===== config.mk =====
export PLATFORM = sky130hd
export DESIGN_NAME = lfsr_range_fifo
export DESIGN_NICKNAME = d
export VERILOG_FILES = /design/src/rtl/lfsr_range_fifo.sv
export SDC_FILE = /design/constraint.sdc
export NUM_CORES = 1
export LEC_CHECK = 0
export CAP_MARGIN = 30
export CELL_PAD_IN_SITES_DETAIL_PLACEMENT = 0
export CELL_PAD_IN_SITES_GLOBAL_PLACEMENT = 1
export CORE_ASPECT_RATIO = 1.75
export CORE_MARGIN = 4
export CORE_UTILIZATION = 46
export DETAILED_ROUTE_END_ITERATION = 8
export GPL_TIMING_DRIVEN = 0
export PLACE_DENSITY_LB_ADDON = 0.1
export SETUP_SLACK_MARGIN = 0.3
export SLEW_MARGIN = 20
export SYNTH_ARGS = -nofsm -noshare
export SYNTH_HDL_FRONTEND = slang
export SYNTH_SLANG_ARGS = --single-unit

===== constraint.sdc =====
create_clock -name i_clk -period 6.98 [get_ports i_clk]
set_input_delay 1.047 -clock i_clk [delete_from_list [all_inputs] [get_ports i_clk]]
set_output_delay 1.047 -clock i_clk [all_outputs]
set_load 0.05 [all_outputs]

===== src/rtl/lfsr_range_fifo.sv =====
// Galois LFSR feeding a small FIFO with uniformly distributed values in MIN..MAX.
// Out-of-range candidates are rejected rather than clamped.
module lfsr_range_fifo #(
  parameter int unsigned    N     = 16,
  parameter logic [N-1:0]   TAPS  = 16'hB400,
  parameter int unsigned    MIN   = 1,
  parameter int unsigned    MAX   = 10,
  parameter int unsigned    OW    = 4,
  parameter int unsigned    DEPTH = 4
) (
  input  logic                     i_clk,
  input  logic                     i_rstn,
  input  logic                     i_ena,
  input  logic                     i_seed_load,
  input  logic [N-1:0]             i_seed,
  input  logic                     i_ready,
  output logic                     o_valid,
  output logic [OW-1:0]            o_data,
  output logic [$clog2(DEPTH):0]   o_count
);

  localparam int unsigned Range = MAX - MIN + 1;
  localparam int unsigned RBits = (Range > 1) ? $clog2(Range) : 1;
  localparam int unsigned PW    = $clog2(DEPTH);
  localparam int unsigned CW    = PW + 1;

  localparam logic [RBits:0]  RangeL = Range[RBits:0];
  localparam logic [OW-1:0]   MinL   = MIN[OW-1:0];
  localparam logic [CW-1:0]   DepthL = DEPTH[CW-1:0];

  logic [N-1:0]    state_q, state_d;
  logic [PW-1:0]   rd_ptr_q, rd_ptr_d;
  logic [PW-1:0]   wr_ptr_q, wr_ptr_d;
  logic [CW-1:0]   count_q, count_d;
  logic [OW-1:0]   mem_q [DEPTH];

  logic [RBits-1:0] cand;
  logic             accept;
  logic             pop;
  logic             step;
  logic             push;

  assign cand   = state_q[RBits-1:0];
  assign accept = {1'b0, cand} < RangeL;
  assign pop    = o_valid & i_ready;
  // A full FIFO may still step when the head is leaving this cycle.
  assign step   = i_ena & ~i_seed_load & ((count_q != DepthL) | pop);
  assign push   = step & accept;

  always_comb begin
    state_d  = state_q;
    rd_ptr_d = rd_ptr_q;
    wr_ptr_d = wr_ptr_q;
    count_d  = count_q;
    if (i_seed_load) begin
      state_d  = (i_seed == '0) ? N'(1) : i_seed;
      rd_ptr_d = '0;
      wr_ptr_d = '0;
      count_d  = '0;
    end else begin
      if (step) begin
        // An all-zero state would lock up the shifter, so restart from 1.
        if (state_q == '0) begin
          state_d = N'(1);
        end else begin
          state_d = (state_q >> 1) ^ (state_q[0] ? TAPS : '0);
        end
      end
      if (pop) begin
        rd_ptr_d = rd_ptr_q + PW'(1);
      end
      if (push) begin
        wr_ptr_d = wr_ptr_q + PW'(1);
      end
      count_d = count_q + CW'(push) - CW'(pop);
    end
  end

  always_ff @(posedge i_clk or negedge i_rstn) begin
    if (!i_rstn) begin
      state_q  <= N'(1);
      rd_ptr_q <= '0;
      wr_ptr_q <= '0;
      count_q  <= '0;
    end else begin
      state_q  <= state_d;
      rd_ptr_q <= rd_ptr_d;
      wr_ptr_q <= wr_ptr_d;
      count_q  <= count_d;
    end
  end

  // Storage needs no reset: entries are only visible while counted.
  always_ff @(posedge i_clk) begin
    if (push) begin
      mem_q[wr_ptr_q] <= MinL + OW'(cand);
    end
  end

  assign o_valid = (count_q != '0);
  assign o_data  = o_valid ? mem_q[rd_ptr_q] : '0;
  assign o_count = count_q;

endmodule


# Yosys cells after proc, flatten, opt, wreduce, memory -nomap -nowiden
# Memory sizes are Yosys's and may differ from the RTL's.
# Index checks and enable logic that the tools add are counted.
# W data, S select, Z words.
# op_classes
add_sub_neg,5
magnitude_cmp,1
n_eq_ne,1
muxes,13
bitwise,7
reduce_logical,6
# op_table
op,count
$mux W16,5
$logic_not A16 Y1,2
$xor A15 B16 Y16,1
$mux W2,4
$reduce_bool A2 Y1,3
$add A1 B4 Y4 const A,1
$add A2 B1 Y2 const B,2
$and A1 B1 Y1,4
$lt A4 B4 Y1 const B,1
$mux W4,1
$add A3 B1 Y3,1
$mux W3,1
$ne A3 B3 Y1 const B,1
$reduce_bool A3 Y1,1
$sub A3 B1 Y3,1
$mux W1,2
$not A1 Y1,1
$or A1 B1 Y1,1
# totals
regBits,23
ram_bits,16
inputBits,21
out_inout_bits,8
memories,1
# mem_list
memory,depth,word_bits,read_ports,rd_clocked_by_memory_dff,wr,line,rtl
mem_q,4,4,1,0,1,35,logic [OW-1:0] mem_q [DEPTH];

# Logic depth before layout (Yosys ltp)
# Gate-level depths: netlist of the first run.
# logic_depth
ltp_word,8
depth_mapped,12
ltp_nobuf,12

# Worst setup path before layout of the first run
# Ideal clock, no wire load.
# synth_timing
path_type,reg-to-reg
startpoint,"reg count_q[1], in the netlist o_count[1]"
endpoint,"reg count_q[2], in the netlist o_count[2]"
setup_time_ns,0.132
arrival_time_ns,2.975
t_required_ns,6.848
setup_slack_ns,3.873
path_stages_with_launch,12
n_path_buf,1
synth_period_minus_slack_ns,3.107
path_cell_list,dfrtp_1 -> or3_2 -> clkbuf_1 -> and2_1 -> ha_1 -> inv_1 -> ha_1 -> inv_1 -> fa_1 -> xor2_1 -> xnor2_1 -> nor2_1
# synth_between
elab_chain_len,8
# synth_lines
element,line,rtl
"start, declared",34,"logic [CW-1:0] count_q, count_d;"
"start signal, assigned",89,count_q <= count_d;
$reduce_bool A3 Y1 (*),100,assign o_valid = (count_q != '0);
named net o_valid,17,"output logic o_valid,"
$and A1 B1 Y1 (*),45,assign pop = o_valid & i_ready;
$or A1 B1 Y1,47,assign step = i_ena & ~i_seed_load & ((count_q != DepthL) | pop);
$and A1 B1 Y1,47,
$and A1 B1 Y1,48,assign push = step & accept;
$add A3 B1 Y3,75,count_d = count_q + CW'(push) - CW'(pop);
$sub A3 B1 Y3 (*),75,
$mux W3 (*),55,if (i_seed_load) begin
named net count_d[2],34,
# Mark *: on every way through the listed nets, which the timed path passes. The rest lies on a longest branch.
# A chain may end at the register's enable or synchronous reset.

# Final worst setup path of the first run
# layout_timing
startpoint,in i_ready
endpoint,"reg count_q[2], in the netlist o_count[2]"
# layout_between
elab_chain_len,7
# layout_lines
element,line,rtl
"start, declared",16,"input logic i_ready,"
$and A1 B1 Y1 (*),45,
$or A1 B1 Y1,47,
$and A1 B1 Y1,47,
$and A1 B1 Y1,48,
$add A3 B1 Y3,75,
$sub A3 B1 Y3 (*),75,
$mux W3 (*),55,
named net count_d[2],34,
# Marks and branches as above.

==> results of run 1 <==
## layout make-up
cell class | instances | area, um2
Clock inverter | 2 | 7.51
Multi-Input combinational cell | 108 | 841
Fill cell | 349 | 1730
Tap cell | 49 | 61.3
Clock buffer | 6 | 72.6
Buffer | 9 | 57.6
Timing Repair Buffer | 29 | 295
Sequential cell | 39 | 1060
Inverter | 7 | 26.3
## cell usage in the layout (no fill, tap or decap), types with 2 or more instances in the layout
master,n
clkdlybuf4s50_1,28
dfrtp_1,22
edfxtp_1,16
mux2i_1,12
nand2_1,11
and2_1,9
clkbuf_1,8
ha_1,8
inv_1,7
o21ai_1,7
a21oi_1,7
xnor2_1,6
or3_2,5
nor2_1,5
nor4_1,5
clkbuf_8,5
mux4_2,4
nor2b_1,4
o21ai_0,4
xor2_1,3
nand3_1,3
nor3_1,3
mux2_2,2
clkinv_1,2
## flip-flops by register name, indices dropped and copies added (netlist names)
register	flops
mem_q	16
state_q	16
o_count	3
rd_ptr_q	2
wr_ptr_q	2
## layer usage
layer  routed length (um)  track usage, %  part of all wire, %
met4                   42            6.38                  1.1
met5                    0               0                    0
met3                  139            3.15                  3.5
met1                 1390            15.3                   35
met2                 2430            33.5                   61
## kinds of logic after synthesis
family	synth area share [%]
xor gates and xnor gates	3.98
DFF	53.3
AOI/OAI and AO/OA	6.31
adders and majority gates	6.06
buffers and inverters	4.23
muxes	11.7
and+or+nand+nor	14.3
## where the power goes
group	total [W]	internal, W	switching (W)
Clock	0.000142	0.0000681	0.0000737
Combinational	0.000286	0.000125	0.000161
Sequential	0.000300	0.000274	0.0000266
Total	0.000728	0.000467	0.000261
## final timing paths
path                                              start                      end  slack [ns]  depth (start not counted)
worst max register to register     o_count[1]$_DFF_PN0_     o_count[2]$_DFF_PN0_        4.09                         12
max in group asynchronous                        i_rstn   state_q[0]$_DFFE_PN1P_        5.37                          2
min in group asynchronous                        i_rstn  wr_ptr_q[0]$_DFFE_PN0P_        1.07                          1
worst min-delay path            wr_ptr_q[0]$_DFFE_PN0P_  wr_ptr_q[0]$_DFFE_PN0P_        0.56                          1
worst min register to register  wr_ptr_q[0]$_DFFE_PN0P_  wr_ptr_q[0]$_DFFE_PN0P_        0.56                          1
worst max-delay path                            i_ready     o_count[2]$_DFF_PN0_        3.30                         13
## metrics by stage
stage / instances / util (%) / setup slack, ns / total power, W / hold WS (ns)
2_1_floorplan: 163 / - / 3.87 / 0.000505 / 0.504
3_3_place_gp: 240 / 56.0 / 3.03 / 0.000587 / 0.521
3_5_place_dp: 241 / 56.3 / 3.00 / 0.000595 / 0.551
4_1_cts: 249 / 58.3 / 3.28 / 0.000737 / 0.562
5_1_grt: 249 / 58.3 / 3.02 / 0.000776 / 0.583
6_report: 249 / 58.3 / 3.30 / 0.000728 / 0.559
==> results.yml, run 1 <==
floorplanning:
  core.rowCount: 31
  start_util_pct: 47.8
  io_pins: 29
  chipHeight_um: 94.8
  core-area_um2: 4150
  dieArea_um2: 5460
  die_w_um: 57.6
drt:
  drt-total-wl_um: 4000
  wire_per_inst_um: 16.1
  drtAntennaViolNets: 0
  vias: 1354
  drt_iter0_drc: 24
  drc: 0
  drtPass1Iterations: 4
  vias_per_cell: 5.44
setup_path:
  cp-end-kind: "register"
  path_cells: "clkdlybuf4s50_1 > or4b_4 > nand2_2 > nor3_1 > inv_1 > ha_1 > inv_1 > ha_1 > inv_1 > fa_1 > xor2_1 > xnor2_1 > nor2_1"
  required_ns: 7.13
  path_class: "in -> reg"
  cp_num_buf_inv: 4
  crit_family: "simple AND/OR/NAND/NOR gates"
  worst_ep_arrival_time_ns: 3.83
  worstSetupStartpointType: "primary input"
  worst_path_most_repeated_cell: "inv_1"
  cpPeakStageDelay_ns: 0.67
  crit_slowest_cell: "nor3_1"
  worstPathMaxFanout: 7
layout:
  nets: 229
  design_area_um2: 2420
  area_growth_pct: 22.0
  num_antenna_cells: 0
  drive_gt1_share_pct: 11.0
sta:
  finClkSkew_ns: 0.00423
  finalHoldViolations: 0
  clock.fmax_mhz: 272
  slew_viol_final: 0
  fin_tns_setup_ns: 0
  rsz0062_at_grt: "no"
  period_needed_ns: 3.68
  worst_pin_slew_ns: 0.808
  slew_headroom_pct: 45.7
  fin_crit_sh_pct: 52.7
  setup_viol: 0
clock_network:
  cts_tree: "yes"
  cts_resized: 0
  cts_hold_buf: 0
  clk_path_buf_depth: 2
  cts_buffers: 5
  path_clk_slew_ns: 0.07
  clkSinkCount: 39
  cts-root-buf: "clkbuf_8"
  cts_setup_buffers: 0
  cts_max_level: 2
  clkLatencyLatePin_ns: 0.28
logic_synthesis:
  ys_types: 34
  synth.top_cell.area_share_pct: 27.8
  yosysSeqAreaShare_pct: 53.3
  synth_common_cells: "dfrtp_1, edfxtp_1, mux2i_1, nand2_1, and2_1"
  syn_avg_cell_area_um2: 12.2
  syn_nets: 193
  synth.area.top_cells: "dfrtp_1, edfxtp_1, mux2i_1"
  synth_most_common_cell: "dfrtp_1"
  synthCells: 163
  ys_warn_count: 0
  ys_ff_latch: 39
  synth_edf_count: 16
  synth_top_area_cell: "dfrtp_1"
  syn_area_um2: 1980
  synth_flop_cell: "dfrtp_1"
  async_flop_share_pct: 59.0
grt:
  grt_max_degree: 17
  grt_remaining_overflow: 0
  grt_usage_pct: 16.5
  grt_pass1_wl_um: 6670
  antenna_found_initial: 0
  grt_pass1_vias: 1422
power:
  peakVddDrop_uv: 232
  power.leakage_nw: 0.972
  cellPowerDensity_nw_per_um2: 301
min_path:
  min_path_type: "reg -> reg"
place:
  dp_hpwl_um: 3250
  dpl_cell_area_um2: 2340
  gp_congestion: 0.744
  port_buffers: 28
flow_run:
  cap_viol_max_count: 0
outcome:
  outcome: "complete, no violations"
No activity file was read; power rests on OpenSTA's default activity.
==> run 2, diff against run 1 <==
Settings changed: CORE_UTILIZATION 46 to 43.
Clock period 6.98 ns to 3.65 ns, I/O delays scaled along.
==> run 2 against run 1 <==
Compared with the run above: power increased by 92%; largest power group unchanged; sequential share of layout area shrank 0.068 points; non-clock buffer count stayed put; global-route usage shrank 1.1 points; routed wire length is 1.6% higher; cell area grew 0.16%; sequential cell count unchanged; register-to-register slack worse by 3.3 ns; sequential power increased by 92%; via count is 1.8% lower; core utilization is 3.8 points lower.
==> results.yml, run 2 (same netlist as run 1, synthesis figures left out) <==
outcome:
  outcome: "complete, no violations"
power:
  cellPowerDensity_nw_per_um2: 578
  combPwrFrac_pct: 39.1
  p_int_w: 0.000895
  peakVddDrop_uv: 378
  power.leakage_nw: 0.974
  clkPwrFrac_pct: 19.8
  p_sw_share_pct: 36.1
  p_switching_w: 0.000505
  p_seq_share_pct: 41.1
clock_network:
  path_clk_slew_ns: 0.08
  clkLatencyLatePin_ns: 0.29
  cts_hold_buf: 0
  cts_buffers: 5
  cts_setup_buffers: 0
  clk_path_buf_depth: 2
  cts_resized: 0
  cts_tree: "yes"
  cts_max_level: 2
  clkSinkCount: 39
  cts-root-buf: "clkbuf_8"
setup_path:
  worstSetupStartpointType: "primary input"
  crit_family: "simple AND/OR/NAND/NOR gates"
  cp-end-kind: "register"
  cpPeakStageDelay_ns: 0.66
  path_class: "in -> reg"
  worst_ep_arrival_time_ns: 3.32
  path_cells: "clkdlybuf4s50_1 > or4b_4 > nand2_2 > nor3_1 > inv_1 > ha_1 > inv_1 > ha_1 > inv_1 > fa_1 > xor2_1 > xnor2_1 > nor2_1"
  crit_slowest_cell: "nor3_1"
  worst_path_most_repeated_cell: "inv_1"
  cp_num_buf_inv: 4
  required_ns: 3.82
  worstPathMaxFanout: 7
floorplanning:
  chipHeight_um: 97.8
  io_pins: 29
  die_w_um: 59.3
  core-area_um2: 4440
  dieArea_um2: 5800
  core.rowCount: 32
  start_util_pct: 44.6
place:
  dp_hpwl_um: 3250
  dpl_cell_area_um2: 2340
  gp_congestion: 0.756
  port_buffers: 28
grt:
  antenna_found_initial: 0
  grt_usage_pct: 15.4
  grt_max_degree: 14
  grt_pass1_vias: 1392
  grt_pass1_wl_um: 6620
  grt_remaining_overflow: 0
sta:
  rsz0062_at_grt: "no"
  setup_viol: 0
  slew_viol_final: 0
  finClkSkew_ns: 0.00821
  clock.fmax_mhz: 317
  fin_tns_setup_ns: 0
  slew_headroom_pct: 45.8
  whs_ns: 0.566
  worst_pin_slew_ns: 0.806
  finalHoldViolations: 0
  fin_crit_sh_pct: 86.3
  period_needed_ns: 3.15
drt:
  drtPass1Iterations: 3
  drtAntennaViolNets: 0
  drt-total-wl_um: 4060
  wire_per_inst_um: 16.2
  drt_iter0_drc: 17
  vias_per_cell: 5.29
  vias: 1329
  drc: 0
flow_run:
  cap_viol_max_count: 0
layout:
  drive_gt1_share_pct: 11.5
  nets: 229
  final_cell_mix: "clkdlybuf4s50_1, dfrtp_1, edfxtp_1, mux2i_1, nand2_1"
  nFillCells: 411
  design_area_um2: 2420
  final_common_cell: "clkdlybuf4s50_1"
  fin_util_pct: 54.5
  num_antenna_cells: 0
  area_growth_pct: 22.2
min_path:
  min_path_type: "reg -> reg"
-- run 2: through the flow --
stage	instances	worst slack [ns]	power (W)
2_1_floorplan	163	0.543	0.000966
3_3_place_gp	242	0.218	0.00112
3_5_place_dp	243	0.161	0.00114
4_1_cts	251	0.459	0.00142
5_1_grt	251	0.335	0.00148
6_report	251	0.499	0.00140
-- run 2: path summary, 6_finish.rpt --
kind	start	end	slack (ns)	cells past startpoint
worst max-delay path	i_ready	o_count[2]$_DFF_PN0_	0.50	13
worst min-delay path	wr_ptr_q[0]$_DFFE_PN0P_	wr_ptr_q[0]$_DFFE_PN0P_	0.57	1
worst max register to register	o_count[2]$_DFF_PN0_	o_count[2]$_DFF_PN0_	0.76	12
worst min register to register	wr_ptr_q[0]$_DFFE_PN0P_	wr_ptr_q[0]$_DFFE_PN0P_	0.57	1
max in group asynchronous	i_rstn	state_q[0]$_DFFE_PN1P_	2.47	2
min in group asynchronous	i_rstn	rd_ptr_q[0]$_DFFE_PN0P_	0.61	1
-- run 2: cell type report --
type	count	area, um2	area share [%]
timing repair buffer	29	295	12.2
tap	51	63.8	2.63
buffer	9	57.6	2.38
inverter	7	26.3	1.08
clock buffer	6	72.6	3.00
clock inverter	2	8.76	0.362
multi-input combinational	108	841	34.7
sequential	39	1060	43.6
-- run 2: metal layers --
metal / part of all wire (%) / routed length (um) / track usage [%] / up-vias
met2: 59 / 2410 / 29.4 / 29
met5: 0 / 0 / 0 / -
met1: 35 / 1420 / 14.9 / 645
met4: 1.2 / 48 / 5.76 / 0
li1: - / - / - / 651
met3: 4.4 / 178 / 3.57 / 4
-- run 2: power by group through the flow --
stage / Combinational (W) / Sequential [W] / Clock [W]
6_report: 0.000547 / 0.000575 / 0.000277
5_1_grt: 0.000591 / 0.000584 / 0.000305
4_1_cts: 0.000557 / 0.000577 / 0.000285
3_5_place_dp: 0.000555 / 0.000586 / 0
3_3_place_gp: 0.000544 / 0.000580 / 0
2_1_floorplan: 0.000360 / 0.000606 / 0
-- run 2: worst reg2reg max path, stage by stage (launching register included) --
cell and delay, ns:
dfrtp_1 0.41, or4b_4 0.23, nand2_2 0.07, nor3_1 0.66, inv_1 0.12, ha_1 0.30
inv_1 0.06, ha_1 0.13, inv_1 0.05, fa_1 0.37, xor2_1 0.17, xnor2_1 0.14
nor2_1 0.06
